**src/rtl/uart_pkg.sv**
```systemverilog
// Shared UART constants and the FIFO per-cycle operation encoding.
package uart_pkg;

   localparam int unsigned UART_DATA_W     = 8;
   localparam int unsigned UART_FIFO_DEPTH = 16;

   // Bit 1 = write accepted, bit 0 = read accepted.
   typedef enum logic [1:0] {
      FIFO_IDLE     = 2'b00,
      FIFO_POP      = 2'b01,
      FIFO_PUSH     = 2'b10,
      FIFO_PUSH_POP = 2'b11
   } fifo_op_e;

endpackage

```
**src/rtl/uart_rx_fifo_if.sv**
```systemverilog
// Receiver-to-consumer FIFO bus: write strobe, pop request and status.
interface uart_rx_fifo_if
   import uart_pkg::*;
#(
   parameter int unsigned DATA_W = UART_DATA_W,
   parameter int unsigned DEPTH  = UART_FIFO_DEPTH
) ();

   localparam int unsigned CNT_W = $clog2(DEPTH) + 1;

   logic [DATA_W-1:0] wr_data;
   logic              wr_en;
   logic              rd_en;
   logic              ovf_clr;
   logic [DATA_W-1:0] rd_data;
   logic              rd_valid;
   logic              empty;
   logic              full;
   logic              almost_full;
   logic [CNT_W-1:0]  count;
   logic              overflow;

   modport master (
      output wr_data, wr_en, rd_en, ovf_clr,
      input  rd_data, rd_valid, empty, full, almost_full, count, overflow
   );

   modport slave (
      input  wr_data, wr_en, rd_en, ovf_clr,
      output rd_data, rd_valid, empty, full, almost_full, count, overflow
   );

endinterface

```
**src/rtl/uart_fifo_mem.sv**
```systemverilog
// DEPTH x DATA_W simple dual-port storage: sync write, registered read, no reset.
module uart_fifo_mem
   import uart_pkg::*;
#(
   parameter int unsigned DATA_W = UART_DATA_W,
   parameter int unsigned DEPTH  = UART_FIFO_DEPTH,
   localparam int unsigned ADDR_W = $clog2(DEPTH)
) (
   input  logic              clk,
   input  logic              we,
   input  logic [ADDR_W-1:0] waddr,
   input  logic [DATA_W-1:0] wdata,
   input  logic              re,
   input  logic [ADDR_W-1:0] raddr,
   output logic [DATA_W-1:0] rdata
);

   logic [DATA_W-1:0] mem_q [DEPTH];

   // Read sees the pre-write contents when both ports hit the same entry.
   always_ff @(posedge clk) begin
      if (we) mem_q[waddr] <= wdata;
      if (re) rdata <= mem_q[raddr];
   end

endmodule

```
**src/rtl/uart_rx_fifo.sv**
```systemverilog
// Receive-side byte FIFO: pointers, occupancy, registered status flags and sticky overflow.
module uart_rx_fifo
   import uart_pkg::*;
#(
   parameter int unsigned DATA_W   = UART_DATA_W,
   parameter int unsigned DEPTH    = UART_FIFO_DEPTH,
   parameter int unsigned AF_LEVEL = 12
) (
   input  logic           clk,
   input  logic           reset,
   uart_rx_fifo_if.slave  fifo
);

   localparam int unsigned ADDR_W = $clog2(DEPTH);
   localparam int unsigned CNT_W  = ADDR_W + 1;
   localparam logic [CNT_W-1:0] DEPTH_CNT = CNT_W'(DEPTH);
   localparam logic [CNT_W-1:0] AF_CNT    = CNT_W'(AF_LEVEL);

   logic [ADDR_W-1:0] wr_ptr_q, wr_ptr_d;
   logic [ADDR_W-1:0] rd_ptr_q, rd_ptr_d;
   logic [CNT_W-1:0]  count_q, count_d;
   logic              empty_q, full_q, af_q;
   logic              overflow_q, overflow_d;
   logic              rd_valid_q;
   logic              data_ok_q;
   logic              rd_acc, wr_acc, drop;
   logic [DATA_W-1:0] mem_rdata;
   fifo_op_e          op;

   always_comb begin
      rd_acc = fifo.rd_en && !empty_q && !reset;
      wr_acc = fifo.wr_en && (!full_q || rd_acc) && !reset;
      drop   = fifo.wr_en && full_q && !rd_acc && !reset;
      op     = fifo_op_e'({wr_acc, rd_acc});

      wr_ptr_d = wr_acc ? wr_ptr_q + 1'b1 : wr_ptr_q;
      rd_ptr_d = rd_acc ? rd_ptr_q + 1'b1 : rd_ptr_q;

      count_d = count_q;
      unique case (op)
         FIFO_PUSH:     count_d = count_q + 1'b1;
         FIFO_POP:      count_d = count_q - 1'b1;
         FIFO_IDLE,
         FIFO_PUSH_POP: count_d = count_q;
      endcase

      // Set beats clear when a dropped write and ovf_clr coincide.
      overflow_d = overflow_q;
      if (drop)              overflow_d = 1'b1;
      else if (fifo.ovf_clr) overflow_d = 1'b0;
   end

   always_ff @(posedge clk) begin
      if (reset) begin
         wr_ptr_q   <= '0;
         rd_ptr_q   <= '0;
         count_q    <= '0;
         empty_q    <= 1'b1;
         full_q     <= 1'b0;
         af_q       <= 1'b0;
         overflow_q <= 1'b0;
         rd_valid_q <= 1'b0;
         data_ok_q  <= 1'b0;
      end else begin
         wr_ptr_q   <= wr_ptr_d;
         rd_ptr_q   <= rd_ptr_d;
         count_q    <= count_d;
         empty_q    <= (count_d == '0);
         full_q     <= (count_d == DEPTH_CNT);
         af_q       <= (count_d >= AF_CNT);
         overflow_q <= overflow_d;
         rd_valid_q <= rd_acc;
         if (rd_acc) data_ok_q <= 1'b1;
      end
   end

   uart_fifo_mem #(
      .DATA_W (DATA_W),
      .DEPTH  (DEPTH)
   ) u_mem (
      .clk   (clk),
      .we    (wr_acc),
      .waddr (wr_ptr_q),
      .wdata (fifo.wr_data),
      .re    (rd_acc),
      .raddr (rd_ptr_q),
      .rdata (mem_rdata)
   );

   // The storage read register has no reset, so rd_data is forced to zero
   // from reset until the first accepted pop; afterwards it only changes on a pop.
   assign fifo.rd_data     = data_ok_q ? mem_rdata : '0;
   assign fifo.rd_valid    = rd_valid_q;
   assign fifo.empty       = empty_q;
   assign fifo.full        = full_q;
   assign fifo.almost_full = af_q;
   assign fifo.count       = count_q;
   assign fifo.overflow    = overflow_q;

endmodule

```
**src/flat_wrapper.sv**
```systemverilog
// flat-port wrapper written by rule: the top's interface ports become plain ports
module uart_rx_fifo_flat import uart_pkg::*;
#(
   parameter int unsigned DATA_W   = UART_DATA_W,
   parameter int unsigned DEPTH    = UART_FIFO_DEPTH,
   parameter int unsigned AF_LEVEL = 12
)
  (clk, reset, fifo_wr_data, fifo_wr_en, fifo_rd_en, fifo_ovf_clr, fifo_rd_data, fifo_rd_valid, fifo_empty, fifo_full, fifo_almost_full, fifo_count, fifo_overflow);
  uart_rx_fifo_if #(.DATA_W(DATA_W), .DEPTH(DEPTH)) fifo_i ();
  input  logic clk;
  input  logic reset;
  input wire logic [$bits(fifo_i.wr_data)-1:0] fifo_wr_data;
  input wire logic [$bits(fifo_i.wr_en)-1:0] fifo_wr_en;
  input wire logic [$bits(fifo_i.rd_en)-1:0] fifo_rd_en;
  input wire logic [$bits(fifo_i.ovf_clr)-1:0] fifo_ovf_clr;
  output wire logic [$bits(fifo_i.rd_data)-1:0] fifo_rd_data;
  output wire logic [$bits(fifo_i.rd_valid)-1:0] fifo_rd_valid;
  output wire logic [$bits(fifo_i.empty)-1:0] fifo_empty;
  output wire logic [$bits(fifo_i.full)-1:0] fifo_full;
  output wire logic [$bits(fifo_i.almost_full)-1:0] fifo_almost_full;
  output wire logic [$bits(fifo_i.count)-1:0] fifo_count;
  output wire logic [$bits(fifo_i.overflow)-1:0] fifo_overflow;
  assign fifo_i.wr_data = fifo_wr_data;
  assign fifo_i.wr_en = fifo_wr_en;
  assign fifo_i.rd_en = fifo_rd_en;
  assign fifo_i.ovf_clr = fifo_ovf_clr;
  assign fifo_rd_data = fifo_i.rd_data;
  assign fifo_rd_valid = fifo_i.rd_valid;
  assign fifo_empty = fifo_i.empty;
  assign fifo_full = fifo_i.full;
  assign fifo_almost_full = fifo_i.almost_full;
  assign fifo_count = fifo_i.count;
  assign fifo_overflow = fifo_i.overflow;
  uart_rx_fifo #(.DATA_W(DATA_W), .DEPTH(DEPTH), .AF_LEVEL(AF_LEVEL)) u_core (.clk(clk), .reset(reset), .fifo(fifo_i));
endmodule
```
**config.mk**
```make
export PLATFORM = sky130hd
export DESIGN_NAME = uart_rx_fifo_flat
export DESIGN_NICKNAME = d
export VERILOG_FILES = /design/src/rtl/uart_pkg.sv /design/src/rtl/uart_rx_fifo_if.sv /design/src/rtl/uart_fifo_mem.sv /design/src/rtl/uart_rx_fifo.sv /design/src/flat_wrapper.sv
export SDC_FILE = /design/constraint.sdc
export NUM_CORES = 1
export LEC_CHECK = 0
export ABC_AREA = 1
export CAP_MARGIN = 10
export CORE_MARGIN = 1
export CORE_UTILIZATION = 23
export DETAILED_ROUTE_END_ITERATION = 16
export SLEW_MARGIN = 25
export SYNTH_ARGS = -nofsm -noshare
export SYNTH_HDL_FRONTEND = slang
export SYNTH_SLANG_ARGS = --single-unit
```
**constraint.sdc**
```tcl
create_clock -name clk -period 8.7 [get_ports clk]
set_clock_uncertainty 0.2 [all_clocks]
set_input_delay 2.175 -clock clk [delete_from_list [all_inputs] [get_ports clk]]
set_output_delay 2.175 -clock clk [all_outputs]
set_load 0.03 [all_outputs]
```
; Word-level counts from Yosys, hierarchy flattened
; Memory sizes are Yosys's and may differ from the RTL's. A register that Yosys moved wholly into a read port is not among the register bits.
; Index checks and enable logic that the tools add are counted.
[word_totals]
reg_bits = 19
in_bits = 13
elab_cells = 41
ramBits = 128
memories = 1
out_inout_bits = 18
[classes]
n_reduce_logical = 16
addsub = 4
n_eq_ne = 4
order_cmp = 1
n_mux = 6
[mem_list]
columns = memory, words, width, read_ports, rd_ports_with_merged_regs, write_ports, line
row1 = u_core.u_mem.mem_q, 16, 8, 1, 1, 1, uart_fifo_mem.sv:18  ; logic [DATA_W-1:0] mem_q [DEPTH];
[op_table]
columns = op, count
row1 = $pmux 5 s3, 1
row2 = $add 4x1->4 const B, 2
row3 = $mux 8, 1
row4 = $logic_and 1x1->1, 7
row5 = $add 5x1->5 const B, 1
row6 = $eq 5x5->1 const B, 1
row7 = $ge 5x4->1 const B, 1
row8 = $logic_not 5->1, 1
row9 = $sub 5x1->5 const B, 1
row10 = $eq 2x2->1 const B, 2
row11 = $logic_not 1->1, 4
row12 = $mux 1, 4
row13 = $eq 2x1->1 const B, 1
row14 = $logic_not 2->1, 1
row15 = $reduce_bool 2->1, 1
row16 = $reduce_or 2->1, 1
row17 = $logic_or 1x1->1, 1

; Longest topological paths before layout
[logic_depth]
word_depth = 10
mapped_depth = 22
depth_no_buf = 22

; Hierarchy
; A second synthesis with hierarchy kept.
[unflattened]
cells_unflattened = 700
hier_area_um2 = 6881.6
[by_module_without_submodules]
columns = module, instances, seq_area_each_um2, area_per_inst_um2, cells_per_inst
row1 = uart_fifo_mem, 1, 4083.9, 5846.9, 551
row2 = uart_rx_fifo, 1, 380.4, 1034.7, 149

; Least setup slack after synthesis
; Ideal clock, no wire load.
[synth_timing]
kind = input -> register
startpoint = input port fifo_rd_en
endpoint = register u_core.af_q, in the netlist u_core.fifo.almost_full
t_required_ns = 8.377
arrival_ns = 4.213
n_path_buf = 0
slack_ns = 4.164
path_stages = 21
setup_ns = 0.123
path_cell_list = inv_1 nor3_4 inv_2 nand2_4 nand2_4 nor2_8 inv_1 ha_1 nand2_1 inv_1 nor2_1 ha_1 inv_1 nand2_1 nand3_1 nand2_1 nand2_1 nand3_1 nand2_1 nand2_1 o21ai_0
[synth_between]
elab_chain_cells = 9
word_cells_on_any_way = 12
cone_classes = 1 x order compare / 3 x eq/ne / 1 x mux / 7 x reduce/logical
[synth_rtl]
columns = element, line
row1 = from (decl), flat_wrapper.sv:14  ; input wire logic [$bits(fifo_i.rd_en)-1:0] fifo_rd_en;
row2 = $logic_and 1x1->1 * (2 in a row), uart_rx_fifo.sv:31  ; rd_acc = fifo.rd_en && !empty_q && !reset;
row3 = net u_core.rd_acc, uart_rx_fifo.sv:26  ; logic rd_acc, wr_acc, drop;
row4 = $logic_or 1x1->1, uart_rx_fifo.sv:32  ; wr_acc = fifo.wr_en && (!full_q || rd_acc) && !reset;
row5 = $logic_and 1x1->1 (2 in a row), uart_rx_fifo.sv:32
row6 = $eq 2x2->1 / $logic_not 2->1 (equally long branches), uart_rx_fifo.sv:40  ; unique case (op)
row7 = $reduce_or 2->1, uart_rx_fifo.sv:40
row8 = $pmux 5 s3 *, uart_rx_fifo.sv:40
row9 = $ge 5x4->1 *, uart_rx_fifo.sv:70  ; af_q <= (count_d >= AF_CNT);
row10 = to (signal assigned), uart_rx_fifo.sv:70
row11 = to (decl), uart_rx_fifo.sv:22  ; logic empty_q, full_q, af_q;
; The timed path passes the listed nets; every way through them passes the cells marked *.
; A chain may end at the register's enable or synchronous reset.

; Worst setup path in the final report
[layout_timing]
startpoint = input port reset
endpoint = register u_core.af_q, in the netlist u_core.fifo.almost_full
[layout_between]
elab_chain_cells = 9
word_cells_on_any_way = 12
cone_classes = 1 x order compare / 3 x eq/ne / 1 x mux / 7 x reduce/logical
[layout_rtl]
columns = element, line
row1 = from (decl), flat_wrapper.sv:11  ; input logic reset;
row2 = $logic_not 1->1 *, uart_rx_fifo.sv:31
row3 = $logic_and 1x1->1 *, uart_rx_fifo.sv:31
row4 = net u_core.rd_acc, uart_rx_fifo.sv:26
row5 = $logic_or 1x1->1, uart_rx_fifo.sv:32
row6 = $logic_and 1x1->1 (2 in a row), uart_rx_fifo.sv:32
row7 = $eq 2x2->1 / $logic_not 2->1 (equally long branches), uart_rx_fifo.sv:40
row8 = $reduce_or 2->1, uart_rx_fifo.sv:40
row9 = $pmux 5 s3 *, uart_rx_fifo.sv:40
row10 = $ge 5x4->1 *, uart_rx_fifo.sv:70
; Marks and branches as above.

==> summary.txt <==
Worst setup path
  – Crit Path Max Fanout: 13
  – CP cell instances: clkdlybuf4s50_1, nor3_4, inv_2, nand2_4, nand2_4, nor2_8, inv_1, ha_1, nand2_1, inv_1, nor2_1, ha_1, inv_1, nand2_1, nand3_1, nand2_1, nand2_1, nand3_1, nand2_1, nand2_1, o21ai_0
  – Cell with the largest stage delay on the worst path: clkdlybuf4s50_1
  – CP arrival: 5.46 ns
  – Type of the worst setup path: in -> reg
  – Crit path capture type: flop
  – Delay of the slowest cell on the worst path: 0.74 ns
  – Required time of the critical path: 8.81 ns
  – Critical path launch point type: input pin
  – Cell type with the highest occurrence count on the critical path: nand2_1

Die
  – Site row count: 60
  – Horizontal extent of the die: 167 um
  – Starting utilization of the core area: 23.4%
  – Die outline height: 167 um
  – Core Region: 26,900 um^2
  – Number of I/O pins: 31
  – Area of the die: 28,000 um^2

Synth
  – Syn Nets: 538
  – Cell area after synthesis: 6290 um^2
  – Leading cell types by total area after synthesis: edfxtp_1 (65%), dfxtp_1 (6.0%), o21ai_0 (5.8%)
  – Portion of synthesized cell area occupied by the leading cell type: 64.9%
  – Fraction of the yosys area taken by sequential cells: 70.9%
  – Post-synthesis cell type count: 31
  – Largest area contributor in the netlist: edfxtp_1
  – Flop and latch count out of synthesis: 155
  – Synthesized netlist cell count: 516
  – Yosys warning count: 0
  – Average size of a mapped cell: 12.2 um^2

Final layout
  – Most used cells in the layout excluding fill and tap cells: edfxtp_1 (136), nor2_1 (83), o21ai_0 (73)
  – Area Overhead vs Synth: 20.8%
  – Final Instance Count excl. Fillers: 895
  – Final layout net count: 564
  – Count of inserted antenna diode cells: 0
  – Most common library cell in the layout ignoring fill and taps: edfxtp_1
  – Fraction of layout cells with a size suffix above 1: 8.84%
  – Final design area excluding fillers: 7610 um^2
  – Fill cell total of the finished layout: 2,736

Timing
  – WHS: 0.309 ns
  – Min setup slack post-route: 3.35 ns
  – Setup TNS: 0 ns
  – Worst-case headroom to the max-slew limit: 29.4%
  – Achievable frequency: 187 MHz
  – Unrepaired setup endpoints after global routing: no
  – Final period demand of the worst path: 5.35 ns
  – Final-report setup violation count: 0
  – Final critical-path share of the clock period: 61.4%
  – Number of endpoints with negative hold slack in the final report: 0
  – Slew of the pin with the lowest slew margin: 1.05 ns
  – Count of pins over their slew limit: 0

Clock tree
  – CTS root buf: clkbuf_16
  – Clock latency reported for the late side of the worst-skew pair: 0.42 ns
  – Number of resized instances in the post-cts repair step: 0
  – Clock buffer count from CTS: 17
  – Number of buffers on the longest clock path: 2
  – Number of buffers inserted to repair setup after CTS: 0
  – # hold bufs at CTS: 0
  – TritonCTS clock tree: built
  – Clock transition at path regs: 0.07 ns
  – H-tree Lvls: 4
  – Clock sink total: 155

Placement
  – Routability Congestion: 0.782
  – Cell area after placement: 6940 um^2
  – Number of cells in the design after placement: 864
  – Post-Place Worst Slack: 2.89 ns
  – Number of buffers added on ports: 30
  – Sum of net half-perimeters after detailed placement: 8720 um

Routing
  – 1st-pass router iterations: 5
  – Antenna Nets Post-Route: 0
  – Final wirelength: 14,500 um
  – DR DRC count: 0
  – Wire per inst: 16.2 um
  – Via count: 4,013
  – Number of design-rule violations left by the first detailed-router iteration: 366
  – Via-per-instance ratio: 4.48

Global routing
  – Maximum number of pins on one net before global-route repair: 68
  – Number of antenna violations at the first check in global routing: 0
  – Wire length of the first global-routing pass: 22,200 um
  – Vias in the first global route: 3,894
  – Total track usage: 10.8%
  – Gr ovfl total: 0

Pwr
  – Power density normalized to cell area: 241 nW/um^2
  – Leakage dissipation: 2.57 nW
  – Peak supply drop: 0.151 mV

Hold path
  – Path class of the lowest-slack min-delay path: reg -> reg

Run
  – Number of maximum-capacitance violations: 0

Run status
  – Outcome: finished, final reports clean
## cells by family (layout without fill, tap and decap cells)
kind of cell    count (synthesis)  count (layout)  synth area share (%)
compound gates                124             124                  11.9
xor+xnor                        2               2                 0.278
simple gates                  164             164                  11.1
buf+inv                        61              99                  3.88
fa+ha+maj                       9               9                  1.79
flops                         155             155                  70.9
mux                             1               1                 0.159
## layout make-up
| type | count | area [um^2] | share of cell area, % |
|---|---|---|---|
| flip-flops and latches | 155 | 4470 | 58.7 |
| well taps | 341 | 427 | 5.61 |
| clock inverters | 14 | 231 | 3.04 |
| inverters | 34 | 128 | 1.68 |
| clock buffers | 17 | 425 | 5.59 |
| multi-input cells | 300 | 1600 | 21.0 |
| repair buffers | 34 | 330 | 4.34 |
## worst max-delay path, delay by kind of cell
family	cells	cell delay, ns
buffers and inverters	5	1.08
and+or+nand+nor	13	1.68
AOI/OAI and AO/OA	1	0.09
adders and majority gates	2	0.42
## layer usage
| metal | vias to the layer above | share of wire [%] | global-route usage, % |
|---|---|---|---|
| met2 | 134 | 46 | 16.8 |
| met5 | - | 0 | 0 |
| met4 | 0 | 0.97 | 3.31 |
| met3 | 14 | 7.5 | 2.98 |
| li1 | 1915 | - | - |
| met1 | 1950 | 45 | 14.5 |
## cell usage after synthesis (all sizes together)
master    n
nor3      3
xor2      1
and2      1
o22ai    10
a21oi     7
xnor2     1
o221ai   23
o211ai    9
ha        9
o21bai    1
dfxtp    19
edfxtp  136
clkbuf   16
o21ai    73
clkinv    1
inv      33
buf      11
nand3    17
nor2     89
nand4     1
mux2i     1
nand2    52
a211oi    1
or2       1
## sequential cells by signal (all words and copies together) (netlist names)
signal,count
u_core.data_ok_q,1
u_core.fifo.almost_full,1
u_core.fifo.count,5
u_core.fifo.empty,1
u_core.fifo.full,1
u_core.fifo.overflow,1
u_core.fifo.rd_valid,1
u_core.rd_ptr_q,4
u_core.u_mem.mem_q,128
u_core.u_mem.rdata,8
u_core.wr_ptr_q,4
## final timing paths
kind                                           start                 endpoint  depth (start not counted)  slack (ns)
worst max register to register    u_core.rd_ptr_q[0]    u_core.u_mem.rdata[2]                          7        5.15
worst min-delay path            u_core.fifo.overflow     u_core.fifo.overflow                          2        0.31
worst max-delay path                           reset  u_core.fifo.almost_full                         21        3.35
worst min register to register  u_core.fifo.overflow     u_core.fifo.overflow                          2        0.31
## through the flow
stage	power (mW)	util [%]
5_1_grt	1.89	28.3
6_report	1.83	28.3
3_3_place_gp	1.02	25.8
2_1_floorplan	0.959	-
4_1_cts	1.84	28.3
3_5_place_dp	1.02	25.8
## power by group
part / internal, mW / switching, mW / leakage (nW)
Sequential: 0.824 / 0.00823 / 1.38
Clock: 0.515 / 0.308 / 0.315
Combinational: 0.0541 / 0.122 / 0.877
Total: 1.39 / 0.438 / 2.57
No activity file was read; power rests on OpenSTA's default activity.
